--- src/rtl/spi_slave_multimode.sv ---
// SPI slave supporting all four CPOL/CPHA modes, configurable word width and bit order,
// back-to-back words per frame via a TX holding register, and underrun/overrun/abort flags.
module spi_slave_multimode #(
  parameter int unsigned          DATA_WIDTH  = 8,
  parameter bit                   LSB_FIRST   = 1'b0,
  parameter int unsigned          SYNC_STAGES = 2,
  parameter logic [DATA_WIDTH-1:0] TX_DEFAULT = '0
) (
  input  logic                  i_clk,
  input  logic                  i_rst_n,
  input  logic                  i_sclk,
  input  logic                  i_cs_n,
  input  logic                  i_mosi,
  output logic                  o_miso,
  input  logic                  i_cpol,
  input  logic                  i_cpha,
  input  logic [DATA_WIDTH-1:0] i_tx_data,
  input  logic                  i_tx_valid,
  output logic                  o_tx_ready,
  output logic [DATA_WIDTH-1:0] o_rx_data,
  output logic                  o_rx_valid,
  input  logic                  i_rx_ready,
  output logic                  o_busy,
  output logic                  o_underrun,
  output logic                  o_overrun,
  output logic                  o_frame_err
);

  localparam int unsigned CNT_W = $clog2(DATA_WIDTH);

  typedef enum logic {IDLE, ACTIVE} state_t;

  logic [SYNC_STAGES-1:0] sclk_sync, cs_sync, mosi_sync;
  logic sclk_prev, cs_prev;
  logic sclk_s, cs_s, mosi_s;

  state_t state_q, state_d;
  logic cpol_q, cpol_d, cpha_q, cpha_d;
  logic [CNT_W-1:0] cnt_q, cnt_d;
  logic [DATA_WIDTH-1:0] tx_sh_q, tx_sh_d, rx_sh_q, rx_sh_d, hold_q, hold_d;
  logic [DATA_WIDTH-1:0] rx_data_q, rx_data_d;
  logic tx_ready_q, tx_ready_d, pend_src_q, pend_src_d;
  logic rx_valid_q, rx_valid_d, rx_pend_q, rx_pend_d;
  logic underrun_q, underrun_d, overrun_q, overrun_d, frame_err_q, frame_err_d;
  logic miso_q, miso_d, busy_q, busy_d;

  logic sclk_rise, sclk_fall, lead, trail, sample, shift;
  logic cs_fall, cs_rise, word_start, word_src, consume;
  logic [DATA_WIDTH-1:0] tx_shifted, rx_shifted, hold_word;

  // Sync chains; CS resets to "low" so a frame needs a high level seen after reset.
  always_ff @(posedge i_clk or negedge i_rst_n) begin
    if (!i_rst_n) begin
      sclk_sync <= '0;
      cs_sync   <= '0;
      mosi_sync <= '0;
      sclk_prev <= 1'b0;
      cs_prev   <= 1'b0;
    end else begin
      sclk_sync <= {sclk_sync[SYNC_STAGES-2:0], i_sclk};
      cs_sync   <= {cs_sync[SYNC_STAGES-2:0], i_cs_n};
      mosi_sync <= {mosi_sync[SYNC_STAGES-2:0], i_mosi};
      sclk_prev <= sclk_s;
      cs_prev   <= cs_s;
    end
  end

  assign sclk_s     = sclk_sync[SYNC_STAGES-1];
  assign cs_s       = cs_sync[SYNC_STAGES-1];
  assign mosi_s     = mosi_sync[SYNC_STAGES-1];
  assign sclk_rise  = sclk_s & ~sclk_prev;
  assign sclk_fall  = ~sclk_s & sclk_prev;
  assign cs_fall    = cs_prev & ~cs_s;
  assign cs_rise    = ~cs_prev & cs_s;
  assign lead       = cpol_q ? sclk_fall : sclk_rise;
  assign trail      = cpol_q ? sclk_rise : sclk_fall;
  assign sample     = cpha_q ? trail : lead;
  assign shift      = cpha_q ? lead : trail;
  assign word_start = lead && (cnt_q == '0);
  assign hold_word  = tx_ready_q ? TX_DEFAULT : hold_q;
  assign tx_shifted = LSB_FIRST ? {1'b0, tx_sh_q[DATA_WIDTH-1:1]}
                                : {tx_sh_q[DATA_WIDTH-2:0], 1'b0};
  assign rx_shifted = LSB_FIRST ? {mosi_s, rx_sh_q[DATA_WIDTH-1:1]}
                                : {rx_sh_q[DATA_WIDTH-2:0], mosi_s};

  always_ff @(posedge i_clk or negedge i_rst_n) begin
    if (!i_rst_n) begin
      state_q     <= IDLE;
      cpol_q      <= 1'b0;
      cpha_q      <= 1'b0;
      cnt_q       <= '0;
      tx_sh_q     <= '0;
      rx_sh_q     <= '0;
      hold_q      <= '0;
      rx_data_q   <= '0;
      tx_ready_q  <= 1'b1;
      pend_src_q  <= 1'b0;
      rx_valid_q  <= 1'b0;
      rx_pend_q   <= 1'b0;
      underrun_q  <= 1'b0;
      overrun_q   <= 1'b0;
      frame_err_q <= 1'b0;
      miso_q      <= 1'b0;
      busy_q      <= 1'b0;
    end else begin
      state_q     <= state_d;
      cpol_q      <= cpol_d;
      cpha_q      <= cpha_d;
      cnt_q       <= cnt_d;
      tx_sh_q     <= tx_sh_d;
      rx_sh_q     <= rx_sh_d;
      hold_q      <= hold_d;
      rx_data_q   <= rx_data_d;
      tx_ready_q  <= tx_ready_d;
      pend_src_q  <= pend_src_d;
      rx_valid_q  <= rx_valid_d;
      rx_pend_q   <= rx_pend_d;
      underrun_q  <= underrun_d;
      overrun_q   <= overrun_d;
      frame_err_q <= frame_err_d;
      miso_q      <= miso_d;
      busy_q      <= busy_d;
    end
  end

  // TX words are committed (consumed or flagged as underrun) at the first leading edge of a word;
  // with CPHA=0 the word is pre-shown on MISO earlier, remembering whether it came from the hold.
  always_comb begin
    state_d     = state_q;
    cpol_d      = cpol_q;
    cpha_d      = cpha_q;
    cnt_d       = cnt_q;
    tx_sh_d     = tx_sh_q;
    rx_sh_d     = rx_sh_q;
    hold_d      = hold_q;
    rx_data_d   = rx_data_q;
    tx_ready_d  = tx_ready_q;
    pend_src_d  = pend_src_q;
    rx_valid_d  = 1'b0;
    rx_pend_d   = i_rx_ready ? 1'b0 : rx_pend_q;
    underrun_d  = 1'b0;
    overrun_d   = 1'b0;
    frame_err_d = 1'b0;
    word_src    = 1'b0;
    consume     = 1'b0;

    case (state_q)
      IDLE: begin
        cpol_d = i_cpol;
        cpha_d = i_cpha;
        cnt_d  = '0;
        if (cs_fall) begin
          state_d    = ACTIVE;
          tx_sh_d    = hold_word;
          pend_src_d = ~tx_ready_q;
        end
      end
      ACTIVE: begin
        if (cs_rise) begin
          state_d     = IDLE;
          cnt_d       = '0;
          frame_err_d = (cnt_q != '0);
        end else begin
          if (word_start) begin
            if (cpha_q) begin
              tx_sh_d  = hold_word;
              word_src = ~tx_ready_q;
            end else begin
              word_src = pend_src_q;
            end
            consume    = word_src;
            underrun_d = ~word_src;
          end else if (shift) begin
            if (!cpha_q && (cnt_q == '0)) begin
              tx_sh_d    = hold_word;
              pend_src_d = ~tx_ready_q;
            end else begin
              tx_sh_d = tx_shifted;
            end
          end
          if (sample) begin
            rx_sh_d = rx_shifted;
            if (cnt_q == CNT_W'(DATA_WIDTH - 1)) begin
              cnt_d      = '0;
              rx_data_d  = rx_shifted;
              rx_valid_d = 1'b1;
              overrun_d  = rx_pend_q & ~i_rx_ready;
              rx_pend_d  = 1'b1;
            end else begin
              cnt_d = cnt_q + CNT_W'(1);
            end
          end
        end
      end
      default: state_d = IDLE;
    endcase

    if (consume) tx_ready_d = 1'b1;
    if (i_tx_valid && (tx_ready_q || consume)) begin
      hold_d     = i_tx_data;
      tx_ready_d = 1'b0;
    end

    busy_d = (state_d == ACTIVE);
    miso_d = busy_d & (LSB_FIRST ? tx_sh_d[0] : tx_sh_d[DATA_WIDTH-1]);
  end

  assign o_miso      = miso_q;
  assign o_busy      = busy_q;
  assign o_tx_ready  = tx_ready_q;
  assign o_rx_data   = rx_data_q;
  assign o_rx_valid  = rx_valid_q;
  assign o_underrun  = underrun_q;
  assign o_overrun   = overrun_q;
  assign o_frame_err = frame_err_q;

endmodule
--- config.mk ---
export PLATFORM = sky130hd
export DESIGN_NAME = spi_slave_multimode
export DESIGN_NICKNAME = d
export VERILOG_FILES = /design/src/rtl/spi_slave_multimode.sv
export SDC_FILE = /design/constraint.sdc
export NUM_CORES = 1
export LEC_CHECK = 0
export CORE_ASPECT_RATIO = 0.5
export CORE_MARGIN = 4
export CORE_UTILIZATION = 46
export CTS_CLUSTER_SIZE = 25
export DETAILED_ROUTE_END_ITERATION = 6
export PLACE_DENSITY_LB_ADDON = 0.12
export REMOVE_ABC_BUFFERS = 1
export SETUP_SLACK_MARGIN = 0.3
export SLEW_MARGIN = 40
export SYNTH_ARGS = -nofsm -noshare
export SYNTH_HDL_FRONTEND = slang
export SYNTH_SLANG_ARGS = --single-unit
--- constraint.sdc ---
create_clock -name i_clk -period 1.8 [get_ports i_clk]
set_input_delay 0.36 -clock i_clk [delete_from_list [all_inputs] [get_ports i_clk]]
set_output_delay 0.36 -clock i_clk [all_outputs]
set_load 0.05 [all_outputs]
== Yosys cells after proc, flatten, opt, wreduce, memory -nomap -nowiden ==
Cells that the tools add are included.
Operators by class
  reductions and logical operators: 12
  div/mod/pow operators: 0
  order comparisons: 0
  multipliers: 0
  bitwise gates (word level): 15
  add/sub/neg operators: 1
  muxes and demuxes: 52
  equality and inequality tests: 9
  shifts and indexed selects: 0
Operators by type and width (count)
  $mux 8: 7
  $mux 1: 38
  $pmux 8 s2: 1
  $mux 3: 3
  $not 1->1: 9
  $reduce_and 4->1: 2
  $and 1x1->1: 6
  $ne 2x2->1 const B: 3
  $ne 3x1->1 const B: 2
  $pmux 3 s2: 1
  $reduce_and 5->1: 1
  $ne 2x1->1 const B: 2
  $pmux 1 s2: 2
  $add 3x1->3 const B: 1
  $eq 3x3->1 const B: 1
  $logic_and 1x1->1: 3
  $logic_not 3->1: 1
  $ne 3x3->1 const B: 1
  $reduce_and 3->1: 1
  $reduce_bool 3->1: 1
  $reduce_bool 2->1: 1
  $logic_not 1->1: 1
  $logic_or 1x1->1: 1
Storage, ports and cells
  bits in registers: 53
  bits in read-only memories: 0
  latch bits: 0
  word-level logic and storage cells: 111
  output and inout bits: 15
  bits of input ports: 17
  memories kept: 0
  memory bits (writable): 0

== Depth between registers and ports, before layout ==
  depth after elaboration: 13
  depth in mapped cells: 8
  depth with buffers taken out: 7

== Worst setup path before layout ==
OpenSTA, ideal clock, no wires.
  path kind: register to register
  start: register, netlist name o_busy
  end: register pend_src_q
  cell stages (with the launch flop): 6
  path buffers: 1
  clock period less this slack: 2.034 ns
  library setup time: 0.125 ns
  data required time: 1.675 ns
  arrival time: 1.909 ns
  setup slack: -0.234 ns
  path through: dfrtp_1 -> or3b_2 -> clkbuf_1 -> nand2_1 -> a21boi_0 -> mux2_2
RTL lines
  to (signal assigned): RTL line 115  | pend_src_q <= pend_src_d;
  to (decl): RTL line 42  | logic tx_ready_q, tx_ready_d, pend_src_q, pend_src_d;

== Worst setup path in the final report ==
  start: register cpha_q
  end: register rx_sh_q[2]
On the way
  longest elaborated chain between the ends: 2
Ends and longest elaborated chain
  from (decl): RTL line 38  | logic cpol_q, cpol_d, cpha_q, cpha_d;
  from (signal assigned): RTL line 108  | cpha_q <= cpha_d;
  $mux 1: RTL line 77  | assign sample = cpha_q ? trail : lead;
  $reduce_and 3->1 (no line)
  to (signal assigned): RTL line 111  | rx_sh_q <= rx_sh_d;
  to (decl): RTL line 40  | logic [DATA_WIDTH-1:0] tx_sh_q, tx_sh_d, rx_sh_q, rx_sh_d, hold_q, hold_d;
No other way between the ends.
A chain may end at the register's enable or synchronous reset.

==> flow_metrics.py <==
metrics = {
    "place": {
        "pre_cts_slack_ps": -38.9,
        "dp_hpwl_um": 3290,
        "portBuffers": 31,
        "placed_cells": 302,
        "place.gp.congestion": 0.798,
    },
    "timing": {
        "finalCritPeriodShare": 0.980,
        "max_freq_ghz": 0.567,
        "max_slew_margin": 0.740,
        "layout_min_cycle_time_ps": 1760,
        "worst_slew_pin_slew_ps": 389,
        "tns_ps": 0,
        "rsz0062_at_grt": "yes",
        "skew_ps": 3.50,
        "setup_viol": 0,
        "fin_ws_ps": 35.8,
        "slew_violations": 0,
        "hold_viol": 0,
    },
    "yosys": {
        "netlist_instances": 184,
        "synthMostInstantiatedCell": "dfrtp_1",
        "synth_commonest_cells": "dfrtp_1 (52), mux2_2 (21), a21oi_1 (14), nor2_1 (11)",
        "synth-compound-area-share": 0.100,
        "ys_seq_elements": 53,
        "synthAdderAreaFrac": 0.0158,
        "synth_area_sq_mm": 0.00238,
        "synth_seq_area_share": 0.558,
        "ys_warn_count": 0,
        "yosysTopAreaCellShare": 0.547,
        "synth-edff-count": 0,
        "synth.avg_cell_area_sq_um": 12.9,
        "synth_simple_gate_area_frac": 0.105,
        "synth_top_cell_by_area": "dfrtp_1",
        "synthMuxAreaShare": 0.176,
        "synthDistinctLibCells": 40,
        "ys.flop_type": "dfrtp_1",
        "synth_xor_area_frac": 0.0152,
        "synth_top_family_by_area": "multiplexers",
        "async_reset_ff_frac": 1.00,
        "synth.area.top_cells": "dfrtp_1 (55%), mux2_2 (9.9%), mux2_4 (4.4%), a21oi_1 (2.9%), nor3b_1 (2.2%)",
    },
    "worst_setup_path": {
        "rr_startpoint": "cpha_q",
        "path_cells": "xnor2_4 > mux2i_4 > and2_4 > buf_8 > mux2_4",
        "critPathTopFamily": "multiplexers",
        "startpoint_type": "flip-flop",
        "path_class": "flip-flop to flip-flop",
        "crit_arrival_ps": 1960,
        "critPathBufInv": 1,
        "cp_slowest_stage_delay_ps": 460,
        "reg2reg_depth": 5,
        "crit_slowest_cell": "dfrtp_2",
        "r2r-end": "rx_sh_q[2]",
        "critPathMaxFanout": 7,
        "worstSetupEndpointType": "flip-flop",
        "crit_required_ps": 1990,
        "ff2ff_setup_slack_ps": 40,
    },
    "grt": {
        "antenna_found_initial": 0,
        "grt_pass1_wl_um": 8050,
        "overflow": 0,
        "grt_pass1_vias": 1704,
        "grt_max_degree": 25,
        "grtUsageTotal": 0.165,
    },
    "floorplanning": {
        "row_count": 18,
        "initial_core_util": 0.480,
        "fp.coreArea_sq_mm": 0.00495,
        "design.die.area_sq_mm": 0.00646,
        "io_pins": 32,
        "die_h_um": 58.9,
        "dieWidth_um": 110,
    },
    "routing": {
        "wl_per_cell_um": 15.4,
        "routed_via_density": 5.19,
        "drtIter0Drc": 36,
        "first_pass_iters": 4,
        "wl_um": 4940,
        "vias": 1662,
        "drc": 0,
        "ant_nets": 0,
    },
    "clock_network": {
        "clockRootBuffer": "clkbuf_8",
        "cts_htree_levels": 2,
        "cts_buffers": 5,
        "insertion_delay_ps": 300,
        "cts_tree": "yes",
        "clock_path_buffers": 2,
        "clk_pin_slew_worst_paths_ps": 90,
        "cts_sinks": 53,
    },
    "hold_path": {
        "hp-class": "flip-flop to flip-flop",
        "worstHoldStart": "mosi_sync[0]",
        "min_path_cells": 0,
        "hold_end": "mosi_sync[1]",
    },
    "finish": {
        "fin_nets": 269,
        "final_cells": 320,
        "drive_gt1_frac": 0.484,
        "syn2layout_area_growth_pct": 37.9,
        "n_antenna_cell": 0,
    },
    "outcome": {
        "status": "finished clean",
    },
    "power_and_ir_drop": {
        "ir_drop_uv": 570,
        "power_mw": 3.76,
        "p_leak_nw": 1.50,
        "power_density_mw_per_mm2": 1150,
    },
    "run": {
        "maxCapViolCount": 0,
    },
}
-- timing repair --
action                     in CTS  in global routing
gates cloned                    1                  0
resized for setup              39                 12
setup buffers                   7                  1
hold buffers                    1                  0
pin swaps                      11                 10
hold endpoints to repair       14                  0
setup endpoints to repair      36                 40
-- final cells by class --
cell class	count	area, sq um
multi-input cells	121	1150
clock inverters	2	37.5
repair buffers	64	573
clock buffers	6	82.6
fillers	371	1670
well taps	70	87.6
flip-flops and latches	53	1330
inverters	4	15.0
-- metrics by stage --
step	utilization	hold slack (ps)	cell area [sq um]
after floorplan	-	64.4	2320
final	0.662	358	3280
after CTS	0.651	362	3230
after global placement	0.582	293	2880
after detailed placement	0.582	298	2880
after global routing	0.662	374	3280
-- power by group --
part           switching, mW  internal, mW
registers              0.205          1.47
logic                  0.526         0.721
clock network          0.381         0.452
-- kinds of logic after synthesis --
kind of cell,count (synthesis)
buffers and inverters,11
AOI/OAI and AO/OA,36
adders and majority gates,3
xor gates and xnor gates,2
muxes,34
and+or+nand+nor,45
DFF,53
-- sequential cells by signal, summed over array words and instances (netlist names) --
name,count
cpha_q,1
o_tx_ready,1
cnt_q,3
o_rx_data,8
rx_pend_q,1
pend_src_q,1
o_overrun,1
mosi_sync,2
o_underrun,1
cs_prev,1
tx_sh_q,8
sclk_prev,1
o_busy,1
sclk_sync,2
cpol_q,1
o_rx_valid,1
rx_sh_q,7
hold_q,8
cs_sync,2
o_frame_err,1
o_miso,1
-- worst max path at each step --
stage	from	endpoint	slack [ps]	cells past startpoint
floorplan	cpha_q	o_rx_data[0]	-260	5
global placement	cpol_q	hold_q[4]	-30	5
detailed placement	cpol_q	tx_sh_q[1]	-40	7
CTS	cpol_q	hold_q[5]	20	5
global route	cpol_q	o_miso	-40	7
finish	cpha_q	rx_sh_q[2]	40	5
-- worst register-to-register path: stages, from the launching register on --
cell and delay [ps]:
dfrtp_2 460, xnor2_4 230, mux2i_4 260, and2_4 250, buf_8 160, mux2_4 300
-- layout by cell type (no fill, tap or decap), drive strengths merged, types with 2 or more instances in the layout --
| cell type | Yosys | layout |
|---|---|---|
| ha | 3 | 3 |
| nand2b | 5 | 5 |
| nor2b | 3 | 3 |
| dfrtp | 52 | 52 |
| a31oi | 5 | 5 |
| inv | 4 | 4 |
| o21ai | 2 | 2 |
| a21boi | 2 | 2 |
| mux2i | 6 | 6 |
| mux2 | 28 | 28 |
| a21oi | 14 | 14 |
| and2 | 2 | 2 |
| nor2 | 11 | 11 |
| nand2 | 9 | 10 |
| clkbuf | 3 | 6 |
| buf | 4 | 48 |
| clkdlybuf4s50 | 0 | 15 |
| nor3b | 7 | 7 |
| o31ai | 5 | 5 |
| nand3 | 2 | 2 |
-- routing by layer --
layer  global-route usage  part of all wire  vias to the layer above
met5                    0                 0                        -
met2                0.284              0.50                       29
met3               0.0427             0.048                        2
li1                     -                 -                      787
met1                0.212              0.45                      844
met4               0.0391            0.0026                        0
Power figures use the tool's default switching activity.
